[src/rtl/lamp_bus_pkg.sv]
// Shared definitions for the lamp bus card responder: bus widths,
// register count default, FSM state encoding and synchronizer idle levels.
package lamp_bus_pkg;

    localparam int DATA_W       = 8;
    localparam int ADDR_W       = 3;
    localparam int BID_W        = 4;
    localparam int NUM_REGS_DEF = 8;

    // Synchronized bundle layout: {data, addr, b_id, rd_n, wr_n, lamp_reset}
    localparam int SYNC_W = DATA_W + ADDR_W + BID_W + 3;

    // Idle bus levels: strobes inactive (high), everything else low
    localparam logic [SYNC_W-1:0] SYNC_IDLE = {{(SYNC_W - 3){1'b0}}, 3'b110};

    typedef enum logic [2:0] {
        ST_IDLE,
        ST_WR_LOW,
        ST_WR_COMMIT,
        ST_RD_DRIVE,
        ST_COLLIDE
    } state_e;

endpackage

[src/rtl/bus_sync.sv]
// Two-flop synchronizer for a bundle of asynchronous bus pins, with a
// configurable reset value so each bit comes out of reset at its idle level.
module bus_sync #(
    parameter int               WIDTH     = 1,
    parameter logic [WIDTH-1:0] RESET_VAL = '0
) (
    input  logic             clock,
    input  logic             reset,
    input  logic [WIDTH-1:0] d_i,
    output logic [WIDTH-1:0] q_o
);

    logic [WIDTH-1:0] meta_q;
    logic [WIDTH-1:0] sync_q;

    // Shift the raw pins through two flops before anyone looks at them
    always_ff @(posedge clock) begin
        // NOTE: non-blocking assignments keep both flop stages updating from
        // pre-edge values, so the chain really is two cycles deep.
        if (reset) begin
            meta_q <= RESET_VAL;
            sync_q <= RESET_VAL;
        end else begin
            meta_q <= d_i;
            sync_q <= meta_q;
        end
    end

    assign q_o = sync_q;

endmodule

[src/rtl/lamp_card_responder.sv]
// Lamp card bus responder: synchronizes the slow parallel bus, qualifies
// write strobes by minimum low time, commits writes into the lamp register
// file and drives read data while a selected read strobe is held.
module lamp_card_responder
    import lamp_bus_pkg::*;
#(
    parameter int CARD_INDEX        = 0,
    parameter int MIN_STROBE_CYCLES = 8,
    parameter int NUM_REGS          = NUM_REGS_DEF
) (
    input  logic                       clock,
    input  logic                       reset,
    input  logic [DATA_W-1:0]          data_in,
    output logic [DATA_W-1:0]          data_out,
    output logic                       data_oe,
    input  logic [ADDR_W-1:0]          addr_pins,
    input  logic [BID_W-1:0]           b_id_pins,
    input  logic                       rd_n,
    input  logic                       wr_n,
    input  logic                       lamp_reset,
    output logic                       reg_write_valid,
    output logic [ADDR_W-1:0]          reg_write_addr,
    output logic [DATA_W-1:0]          reg_write_data,
    output logic [DATA_W*NUM_REGS-1:0] lamp_state,
    output logic                       strobe_error
);

    localparam int               CNT_W   = $clog2(MIN_STROBE_CYCLES + 1);
    localparam logic [CNT_W-1:0] CNT_MAX = CNT_W'(MIN_STROBE_CYCLES);

    logic [SYNC_W-1:0] sync_bus;
    logic [DATA_W-1:0] data_s;
    logic [ADDR_W-1:0] addr_s;
    logic [BID_W-1:0]  bid_s;
    logic              rd_s, wr_s, lr_s;

    bus_sync #(
        .WIDTH     (SYNC_W),
        .RESET_VAL (SYNC_IDLE)
    ) u_sync (
        .clock (clock),
        .reset (reset),
        .d_i   ({data_in, addr_pins, b_id_pins, rd_n, wr_n, lamp_reset}),
        .q_o   (sync_bus)
    );

    assign {data_s, addr_s, bid_s, rd_s, wr_s, lr_s} = sync_bus;

    // Only our own board-ID bit matters; the rest are deliberately ignored
    logic unused_bid;
    assign unused_bid = ^bid_s;

    logic selected, collide;
    assign selected = bid_s[CARD_INDEX];
    assign collide  = !rd_s && !wr_s;

    state_e            state_q, state_d;
    logic [CNT_W-1:0]  cnt_q, cnt_d;
    logic [ADDR_W-1:0] addr_q, addr_d;
    logic [DATA_W-1:0] wdata_q, wdata_d;
    logic              err_q, err_d;
    logic [DATA_W-1:0] data_out_q, data_out_d;
    logic [DATA_W-1:0] regs_q [NUM_REGS];
    logic [DATA_W-1:0] rd_val;
    logic              wr_hit;
    logic              commit;

    // Decode read data for the live address and range-check the latched write address
    always_comb begin
        rd_val = '0;
        wr_hit = 1'b0;
        for (int k = 0; k < NUM_REGS; k++) begin
            if (addr_s == ADDR_W'(k)) rd_val = regs_q[k];
            if (addr_q == ADDR_W'(k)) wr_hit = 1'b1;
        end
    end

    // Next-state logic for the bus protocol FSM
    always_comb begin
        // NOTE: every output of this block gets a default first, so no path
        // through the case statement can infer a latch.
        state_d = state_q;
        cnt_d   = cnt_q;
        addr_d  = addr_q;
        wdata_d = wdata_q;
        err_d   = 1'b0;
        unique case (state_q)
            ST_IDLE: begin
                if (selected && collide) begin
                    state_d = ST_COLLIDE;
                    err_d   = 1'b1;
                end else if (selected && !wr_s) begin
                    state_d = ST_WR_LOW;
                    addr_d  = addr_s;
                    cnt_d   = '0;
                end else if (selected && !rd_s) begin
                    state_d = ST_RD_DRIVE;
                end
            end
            ST_WR_LOW: begin
                if (collide) begin
                    state_d = ST_COLLIDE;
                    err_d   = 1'b1;
                end else if (wr_s) begin
                    // Data is captured at the rising edge of the write strobe
                    wdata_d = data_s;
                    if (cnt_q >= CNT_MAX) begin
                        state_d = ST_WR_COMMIT;
                    end else begin
                        state_d = ST_IDLE;
                        err_d   = 1'b1;
                    end
                end else if (cnt_q != CNT_MAX) begin
                    cnt_d = cnt_q + 1'b1;
                end
            end
            ST_WR_COMMIT: begin
                if (collide) begin
                    state_d = ST_COLLIDE;
                    err_d   = 1'b1;
                end else begin
                    state_d = ST_IDLE;
                end
            end
            ST_RD_DRIVE: begin
                if (collide) begin
                    state_d = ST_COLLIDE;
                    err_d   = 1'b1;
                end else if (rd_s || !selected) begin
                    state_d = ST_IDLE;
                end
            end
            ST_COLLIDE: begin
                if (rd_s && wr_s) state_d = ST_IDLE;
            end
            default: state_d = ST_IDLE;
        endcase
        // Bus lamp reset overrides everything, aborting any write in flight
        if (lr_s) begin
            state_d = ST_IDLE;
            err_d   = 1'b0;
        end
        data_out_d = (state_d == ST_RD_DRIVE) ? rd_val : '0;
    end

    // FSM state and datapath registers
    always_ff @(posedge clock) begin
        if (reset) begin
            state_q    <= ST_IDLE;
            cnt_q      <= '0;
            addr_q     <= '0;
            wdata_q    <= '0;
            err_q      <= 1'b0;
            data_out_q <= '0;
        end else begin
            state_q    <= state_d;
            cnt_q      <= cnt_d;
            addr_q     <= addr_d;
            wdata_q    <= wdata_d;
            err_q      <= err_d;
            data_out_q <= data_out_d;
        end
    end

    assign commit = (state_q == ST_WR_COMMIT) && !lr_s && wr_hit;

    // Lamp register file: cleared by either reset, written on commit
    always_ff @(posedge clock) begin
        // NOTE: this storage is reset explicitly because lamps must come up
        // dark; it is small enough that a reset network costs nothing real.
        if (reset || lr_s) begin
            for (int k = 0; k < NUM_REGS; k++) regs_q[k] <= '0;
        end else begin
            for (int k = 0; k < NUM_REGS; k++) begin
                if (commit && addr_q == ADDR_W'(k)) regs_q[k] <= wdata_q;
            end
        end
    end

    for (genvar k = 0; k < NUM_REGS; k++) begin : g_lamp
        assign lamp_state[k*DATA_W +: DATA_W] = regs_q[k];
    end

    assign data_out        = data_out_q;
    assign data_oe         = (state_q == ST_RD_DRIVE);
    assign reg_write_valid = commit;
    assign reg_write_addr  = addr_q;
    assign reg_write_data  = wdata_q;
    assign strobe_error    = err_q;

endmodule
[config.mk]
export PLATFORM = sky130hd
export DESIGN_NAME = lamp_card_responder
export DESIGN_NICKNAME = d
export VERILOG_FILES = /design/src/rtl/lamp_bus_pkg.sv /design/src/rtl/bus_sync.sv /design/src/rtl/lamp_card_responder.sv
export SDC_FILE = /design/constraint.sdc
export NUM_CORES = 1
export LEC_CHECK = 0
export CAP_MARGIN = 20
export CORE_MARGIN = 4
export CORE_UTILIZATION = 44
export DETAILED_ROUTE_END_ITERATION = 7
export PLACE_DENSITY = 0.77
export SKIP_LAST_GASP = 1
export SYNTH_ARGS = -nofsm -noshare
export SYNTH_HDL_FRONTEND = slang
export SYNTH_SLANG_ARGS = --single-unit
[constraint.sdc]
create_clock -name clock -period 3.7 [get_ports clock]
set_input_delay 0.74 -clock clock [delete_from_list [all_inputs] [get_ports clock]]
set_output_delay 0.74 -clock clock [all_outputs]
set_load 0.01 [all_outputs]
==> flow_metrics.tcl, run 1 <==
set metrics [dict create \
    place_area_um2 5853 \
    place.port_buffers 102 \
    design_area_um2 6406 \
    hpwl_mm 7.615 \
    core_um2 10420 \
    maxCapViolCount 0 \
    timing.final.crit_share_pct 76.28 \
    vdd_drop_max_v 0.0002828 \
    grt_antenna_before_repair 0 \
    start_util_pct 45.49 \
    cts_sinks 121 \
    drv_slew 0 \
    core.rowCount 37 \
    grt_pass1_wl_mm 16.92 \
    drtPass1Iterations 5 \
    min_path_type "flip-flop to flip-flop" \
    fp.dieH_um 111.8 \
    vias_per_cell 5.029 \
    gp_congestion 0.7966 \
    arrival_ns 2.08 \
    vias 3118 \
    outcome "completed" \
    synth_seq_cells 121 \
    crit_chain "inv_1 -> nor3b_1 -> clkdlybuf4s50_1" \
    multiInputGateArea_um2 1528 \
    drc_errors 0 \
    power_density_nw_per_um2 498.7 \
    diodes 0 \
    num-nets-final 493 \
    die_x_um 111.8 \
    synth.distinct_cells 42 \
    cp.buffers_inverters 2 \
    area_growth_pct 35.20 \
    post_cts_buffers 0 \
    ioPinCount 106 \
    ys_top_cells_by_area "edfxtp_1, dfxtp_1, mux4_1" \
    seqCellArea_um2 3063 \
    die-area_um2 12490 \
    drtIter0Drc 161 \
    grt.overflow.total 0 \
    r2r_slack_ns 1.36 \
    final-instance-count-excl-fill 620 \
    cp.required_ns 2.96 \
    hold_viol_final 0 \
    finClkSkew_ns 0.006696 \
    layout-drive-gt1-share_pct 11.16 \
    setup-tns-final_ns 0 \
    setup_viol 0 \
    reg2reg_from "state_q[0]" \
    clk_pin_slew_ns 0.06 \
    crit_slowest_cell "clkdlybuf4s50_1" \
    fmax_mhz 354.3 \
    grt_pass1_vias 3170 \
    path_max_fanout 11 \
    worst_setup_path_end_kind "output pin" \
    syn_nets 385 \
    cts_made_buffers 17 \
    dp.cells 588 \
    slowest_delay_ns 0.58 \
    whs_ns 0.4065 \
    wire_per_inst_um 17.27 \
    whs_path_depth 1 \
    period_needed_ns 2.822 \
    cts_buffer_depth 2 \
    ant_nets 0 \
    yosysTopAreaCell "edfxtp_1" \
    crit_path_start_kind "flip-flop" \
    root_buffer "clkbuf_8" \
    r2r_cells 4 \
    gr-usage-all-layers_pct 17.71 \
    synth_top_area_share_pct 40.56 \
    min_from "u_sync.meta_q[2]" \
    synth_cells 363 \
    cts_resized 0 \
    cp_top_family "buffers and inverters" \
    worstMarginPinSlew_ns 1.073 \
    cts_tree "yes" \
    fillCellCount 837 \
    htreeDepth 4 \
    crit_cells 3 \
    grt_max_degree 43 \
    critPathKind "flip-flop to output pin" \
    slew_headroom_pct 28.37 \
    crit_start "state_q[0]" \
    leakagePower_nw 2.334 \
    rsz0062_at_grt "false" \
    clk_latency_ns 0.51 \
    wl_mm 10.71 \
    synth-warning-count 0 \
    syn_avg_cell_area_um2 13.05 \
    mostFrequentLayoutCells "clkdlybuf4s50_1, nor2_1, edfxtp_1" \
    netlist_area_um2 4738 \
    layout_commonest_cell "clkdlybuf4s50_1" \
    ys_seq_area_share_pct 64.64 \
    holdBufCountCts 0 \
]
[final timing paths]
path                   end
max                data_oe
min          u_sync.q_o[2]
max reg2reg   regs_q[0][6]
min reg2reg  u_sync.q_o[2]
[cell families after synthesis]
kind of cell	synth area share, %
buffers and inverters	3.116
AND/OR/NAND/NOR	16.85
AO/OA/AOI/OAI	3.380
adder cells (fa/ha/maj)	0.5280
multiplexers	11.49
flip-flops	64.64
[registers in the layout (all words and copies together), names as in the netlist]
signal          count
u_sync.q_o         15
state_q             3
cnt_q               4
strobe_error        1
reg_write_addr      3
regs_q             64
u_sync.meta_q      15
data_out            8
reg_write_data      8
[final cells by class]
class / count / area share (%)
Inverter: 11 / 0.6445
Clock buffer: 17 / 6.465
Clock inverter: 15 / 2.168
Timing Repair Buffer: 106 / 16.41
Sequential cell: 121 / 47.81
Tap cell: 136 / 2.656
Multi-Input combinational cell: 214 / 23.85
[per-stage QoR]
step	power, mW	util, %	setup slack (ns)
after floorplan	1.597	-	1.694
after global placement	1.701	56.19	1.398
after detailed placement	1.708	56.19	1.360
after CTS	3.223	61.50	0.8548
after global routing	3.307	61.50	0.7017
final	3.194	61.50	0.8777
[power by group]
| part | leakage [nW] | total, mW | internal (mW) | switching (mW) |
|---|---|---|---|---|
| Sequential | 1.14 | 1.49 | 1.46 | 0.0328 |
| Clock | 0.275 | 1.52 | 0.902 | 0.616 |
| Combinational | 0.921 | 0.183 | 0.106 | 0.0769 |
[metal layers]
metal	GRT usage, %	part of all wire, %	vias up
met4	4.623	0.72	0
met1	19.96	38	1464
met3	7.283	9.3	8
met5	0	0	-
met2	31.10	52	146
li1	-	-	1500
[synthesized netlist by cell type (all sizes together)]
master and instances:
mux2 1, o221ai 1, ha 2, mux4 16, nand3b 3, nor2 67
a211oi 1, and2b 1, nand2b 2, a21oi 11, and4bb 1, a21boi 2
dfxtp 57, nand2 36, nand3 5, a2111oi 1, nand4 1, nor2b 27
inv 11, or4 1, nor4b 1, edfxtp 64, nor3b 2, and4b 1
o21ai 5, nor3 2, nand4b 3, clkbuf 10, o21a 2, mux2i 12
or2 5, and2 2, buf 7
Note: power is estimated with default switching activity, not from simulation.
==> inputs of run 2 (changes only) <==
==> constraint.sdc (replaced) <==
create_clock -name clock -period 2.8 [get_ports clock]
set_input_delay 0.56 -clock clock [delete_from_list [all_inputs] [get_ports clock]]
set_output_delay 0.56 -clock clock [all_outputs]
set_load 0.01 [all_outputs]
==> run 2 against run 1 <==
Sequential share of layout area shrank 0.42 points. Largest cell class unchanged. Register-to-register slack lost 0.79 ns. Clock power grew 40%. Clock-buffer cell count grew 4. First-iteration DRC count grew 15%. Design area grew 0.92%. Setup slack lost 0.60 ns. Critical path type unchanged.
==> flow_metrics.tcl, run 2 (synthesis gave the netlist of run 1 again) <==
set metrics [dict create \
    outcome "completed" \
    worst_setup_path_end_kind "output pin" \
    core.rowCount 37 \
    cts_sinks 121 \
    grt.overflow.total 0 \
    clk_latency_ns 0.51 \
    p_sw_share_pct 21.47 \
    area_growth_pct 36.44 \
    top_register "regs_q" \
    routed-wl-met3_mm 1.106 \
    reg2reg_from "state_q[1]" \
    cp.required_ns 2.24 \
    route.top_layer_used "met4" \
    design_area_um2 6465 \
    leakagePower_nw 2.370 \
    gp_congestion 0.8141 \
    cts_tree "yes" \
    clkPwrFrac_pct 49.0 \
    setup_viol 0 \
    crit_path_start_kind "flip-flop" \
    drv_slew 0 \
    wl_met2_mm 5.538 \
    largest_reg_flops 64 \
    layout_commonest_cell "clkdlybuf4s50_1" \
    grt_antenna_before_repair 0 \
    critPathKind "flip-flop to output pin" \
    hpwl_mm 7.632 \
    period_needed_ns 2.522 \
    internal-power_mw 3.410 \
    arrival_ns 1.96 \
    cts_made_buffers 17 \
    vias 3177 \
    worstMarginPinSlew_ns 0.8378 \
    slowest_delay_ns 0.66 \
    maxCapViolCount 0 \
    crit_chain "nor4b_4 -> clkdlybuf4s50_1" \
    diodes 0 \
    die_x_um 111.8 \
    slew_headroom_pct 44.07 \
    grt_pass1_vias 3260 \
    grt_max_degree 43 \
    wire_per_inst_um 17.37 \
    ant_nets 0 \
    num-nets-final 495 \
    post_cts_buffers 0 \
    cts_buffer_depth 2 \
    vias_per_cell 5.108 \
    vdd_drop_max_v 0.0004690 \
    rsz0062_at_grt "false" \
    power_density_nw_per_um2 671.7 \
    drc_errors 0 \
    seqPwrFrac_pct 45.3 \
    grt_pass1_wl_mm 16.82 \
    r2r_end "regs_q[0][2]" \
    min_path_type "flip-flop to flip-flop" \
    wl_mm 10.80 \
    hold_viol_final 0 \
    place_area_um2 5868 \
    finClkSkew_ns 0.01089 \
    r2r_slack_ns 0.57 \
    drtPass1Iterations 4 \
    path_max_fanout 7 \
    clk_pin_slew_ns 0.06 \
    htreeDepth 4 \
    root_buffer "clkbuf_8" \
    place.port_buffers 102 \
    combPwrFrac_pct 5.7 \
    die-area_um2 12490 \
    crit_slowest_cell "clkdlybuf4s50_1" \
    whs_ns 0.4072 \
    net-switching-power_mw 0.9323 \
    setup-tns-final_ns 0 \
    core_um2 10420 \
    endpoint "reg_write_valid" \
    ioPinCount 106 \
    final_util_pct 62.07 \
    fillCellCount 796 \
    fmax_mhz 396.4 \
    mostFrequentLayoutCells "clkdlybuf4s50_1, nor2_1, edfxtp_1" \
    drtIter0Drc 185 \
    layout-drive-gt1-share_pct 11.73 \
    gr-usage-all-layers_pct 17.75 \
    fp.dieH_um 111.8 \
    wl_met1_mm 4.011 \
    r2r_cells 4 \
    crit_start "state_q[1]" \
    start_util_pct 45.49 \
    timing.final.crit_share_pct 90.09 \
]
[run 2: critical path, delay by kind of cell, from the launching register on]
family	cells	cell delay, ns
flip-flops	1	0.45
buffers and inverters	1	0.66
AND/OR/NAND/NOR	1	0.36
[run 2: power groups by stage]
stage | Sequential [mW] | Clock, mW | Combinational (mW)
final | 1.97 | 2.13 | 0.247
after global routing | 1.98 | 2.25 | 0.263
after floorplan | 2.01 | 0 | 0.0984
after global placement | 2.00 | 0 | 0.245
after detailed placement | 2.01 | 0 | 0.250
after CTS | 1.97 | 2.16 | 0.251
[run 2: metrics by stage]
step | instances | worst slack [ns] | total power [mW]
finish | 622 | 0.2775 | 4.343
CTS | 622 | 0.08291 | 4.382
global route | 622 | 0.1799 | 4.493
floorplan | 363 | 0.9006 | 2.110
detailed placement | 590 | 0.5345 | 2.257
global placement | 590 | 0.5716 | 2.248
[run 2: how the worst min path moves through the flow]
| stage | start | to | slack, ns | cells after the start |
|---|---|---|---|---|
| 2_1_floorplan | u_sync.meta_q[1] | u_sync.q_o[1] | 0.39 | 1 |
| 3_3_place_gp | u_sync.meta_q[2] | u_sync.q_o[2] | 0.39 | 1 |
| 3_5_place_dp | u_sync.meta_q[1] | u_sync.q_o[1] | 0.39 | 1 |
| 4_1_cts | u_sync.meta_q[1] | u_sync.q_o[1] | 0.41 | 1 |
| 5_1_grt | u_sync.meta_q[2] | u_sync.q_o[2] | 0.43 | 1 |
| 6_report | u_sync.meta_q[1] | u_sync.q_o[1] | 0.41 | 1 |
[run 2: metal layers]
| layer | vias up | global-route usage (%) |
|---|---|---|
| li1 | 1500 | - |
| met1 | 1509 | 20.05 |
| met2 | 158 | 30.58 |
| met3 | 10 | 6.141 |
| met4 | 0 | 7.461 |
| met5 | - | 0 |
[run 2: repair_timing]
item	4_1_cts	5_1_grt
endpoints found under the setup margin	0	1
hold buffers	0	0
hold endpoints to repair	0	0
resized for setup	0	1
[run 2: final cells by class]
cell class | count | area [um2] | area share [%]
repair buffers | 108 | 1066 | 16.49
inverters | 11 | 41.29 | 0.6387
well taps | 136 | 170.2 | 2.632
clock buffers | 21 | 491.7 | 7.606
flip-flops and latches | 121 | 3064 | 47.40
multi-input cells | 214 | 1528 | 23.63
clock inverters | 11 | 103.9 | 1.606
==> inputs of run 3 (changes only) <==
--- a/config.mk
+++ b/config.mk
@@ -9,8 +9,10 @@
 export CORE_MARGIN = 4
 export CORE_UTILIZATION = 44
 export DETAILED_ROUTE_END_ITERATION = 7
+export GPL_TIMING_DRIVEN = 0
 export PLACE_DENSITY = 0.77
 export SKIP_LAST_GASP = 1
+export SLEW_MARGIN = 0
 export SYNTH_ARGS = -nofsm -noshare
 export SYNTH_HDL_FRONTEND = slang
 export SYNTH_SLANG_ARGS = --single-unit
==> run 3 against run 2 <==
Total power is 2.1% lower. Register-to-register slack gained 0.06 ns. Combinational power rose by 5%. Core utilization is 0.52 points higher. Non-clock buffer count is 13 higher. Sequential power is essentially flat. Maximum frequency down 1.6%. Final cell count up 2.1%. Global-route usage up 0.23 points. Clock skew decreased by 0.0020 ns. Highest routed layer unchanged.
==> flow_metrics.tcl, run 3 (synthesis gave the netlist of run 1 again) <==
set metrics [dict create \
    worstMarginPinSlew_ns 0.6973 \
    clkPwrFrac_pct 47.7 \
    drtIter0Drc 174 \
    place_area_um2 5944 \
    wire_per_inst_um 17.27 \
    hpwl_mm 8.012 \
    cts_tree "yes" \
    grt.overflow.total 0 \
    diodes 0 \
    clk_pin_slew_ns 0.05 \
    internal-power_mw 3.388 \
    cts_sinks 121 \
    drc_errors 0 \
    slowest_delay_ns 0.59 \
    setup-tns-final_ns 0 \
    holdBufCountCts 0 \
    drv_slew 0 \
    min_path_type "flip-flop to flip-flop" \
    arrival_ns 2.00 \
    crit_slowest_cell "clkdlybuf4s50_1" \
    mostFrequentLayoutCells "clkdlybuf4s50_1, nor2_1, edfxtp_1" \
    ioPinCount 106 \
    worst_setup_path_end_kind "output pin" \
    vias 3227 \
    grt_max_degree 17 \
    top_register "regs_q" \
    ant_nets 0 \
    power_density_nw_per_um2 652.4 \
    path_max_fanout 10 \
    r2r_slack_ns 0.63 \
    vias_per_cell 5.082 \
    maxCapViolCount 0 \
    gr-usage-all-layers_pct 17.98 \
    die-area_um2 12490 \
    start_util_pct 45.49 \
    fmax_mhz 390.1 \
    area_growth_pct 37.58 \
    root_buffer "clkbuf_8" \
    critPathKind "flip-flop to output pin" \
    crit_chain "buf_6 -> inv_1 -> nor3b_1 -> clkdlybuf4s50_1" \
    layout_commonest_cell "clkdlybuf4s50_1" \
    outcome "completed" \
    power.total_mw 4.253 \
    wl_mm 10.97 \
    finalWorstSetupSlack_ns 0.2365 \
    slew_headroom_pct 53.02 \
    net-switching-power_mw 0.8646 \
    cts_made_buffers 17 \
    clk_latency_ns 0.51 \
    num-nets-final 508 \
    period_needed_ns 2.564 \
    rsz0062_at_grt "false" \
    fillCellCount 793 \
    vdd_drop_max_v 0.0004269 \
    hold_viol_final 0 \
    pre_cts_ws_ns 0.09970 \
    post_cts_buffers 0 \
    htreeDepth 4 \
    core.rowCount 37 \
    place.port_buffers 102 \
    cp.required_ns 2.24 \
    combPwrFrac_pct 6.1 \
    setup_viol 0 \
    drtPass1Iterations 4 \
    design_area_um2 6519 \
    cp.buffers_inverters 3 \
    core_um2 10420 \
    cts_buffer_depth 2 \
    grt_pass1_wl_mm 17.35 \
    gp_congestion 0.7881 \
    crit_path_start_kind "flip-flop" \
    cts_resized 0 \
    p_sw_share_pct 20.33 \
    layout-drive-gt1-share_pct 11.22 \
    cp_top_family "buffers and inverters" \
    whs_ns 0.4140 \
    fp.dieH_um 111.8 \
    timing.final.crit_share_pct 91.55 \
    seqPwrFrac_pct 46.2 \
    grt_antenna_before_repair 0 \
    finClkSkew_ns 0.008855 \
    die_x_um 111.8 \
    largest_reg_flops 64 \
    grt_pass1_vias 3305 \
    leakagePower_nw 2.392 \
]
run 3: cell types whose count changed in the layout (fill, tap and decap cells not counted), moves of 2 or more:
cell and change:
clkbuf_1 +12, inv_4 -3, clkinv_4 -3, buf_2 +3, buf_4 -3, clkbuf_8 +3
clkinv_2 +2, inv_6 -2, buf_6 +2
run 3: per-layer routing:
| metal | track usage, % | wire (um) | vias to the layer above |
|---|---|---|---|
| met1 | 22.38 | 4491 | 1536 |
| met3 | 5.707 | 903 | 10 |
| met2 | 29.82 | 5474 | 154 |
| met5 | 0 | 0 | - |
| met4 | 5.921 | 96 | 0 |
| li1 | - | - | 1527 |
run 3: path summary, 6_finish.rpt:
path                                        from       endpoint  cells past startpoint
worst max-delay path                  state_q[0]        data_oe                      4
worst min-delay path            u_sync.meta_q[1]  u_sync.q_o[1]                      1
worst max register to register        state_q[1]   regs_q[0][5]                      5
worst min register to register  u_sync.meta_q[1]  u_sync.q_o[1]                      1
run 3: final cells by class:
type / instances / area (um2) / share of cell area [%]
timing repair buffer: 104 / 1036 / 15.89
inverter: 11 / 41.29 / 0.6334
sequential: 121 / 3063 / 46.99
tap: 136 / 170.2 / 2.610
clock inverter: 5 / 28.78 / 0.4415
multi-input combinational: 214 / 1528 / 23.44
buffer: 17 / 106.4 / 1.631
clock buffer: 27 / 545.5 / 8.369
run 3: metrics by stage:
| stage | util, % | std cells |
|---|---|---|
| 6_report | 62.58 | 635 |
| 5_1_grt | 62.58 | 635 |
| 4_1_cts | 62.58 | 635 |
| 3_5_place_dp | 57.07 | 603 |
| 3_3_place_gp | 56.92 | 601 |
| 2_1_floorplan | - | 363 |
run 3: power groups by stage:
stage	combinational [mW]	sequential (mW)	clock [mW]
2_1_floorplan	0.0984	2.01	0
3_3_place_gp	0.255	2.00	0
3_5_place_dp	0.263	2.00	0
4_1_cts	0.264	1.96	2.06
5_1_grt	0.278	1.97	2.15
6_report	0.260	1.96	2.03
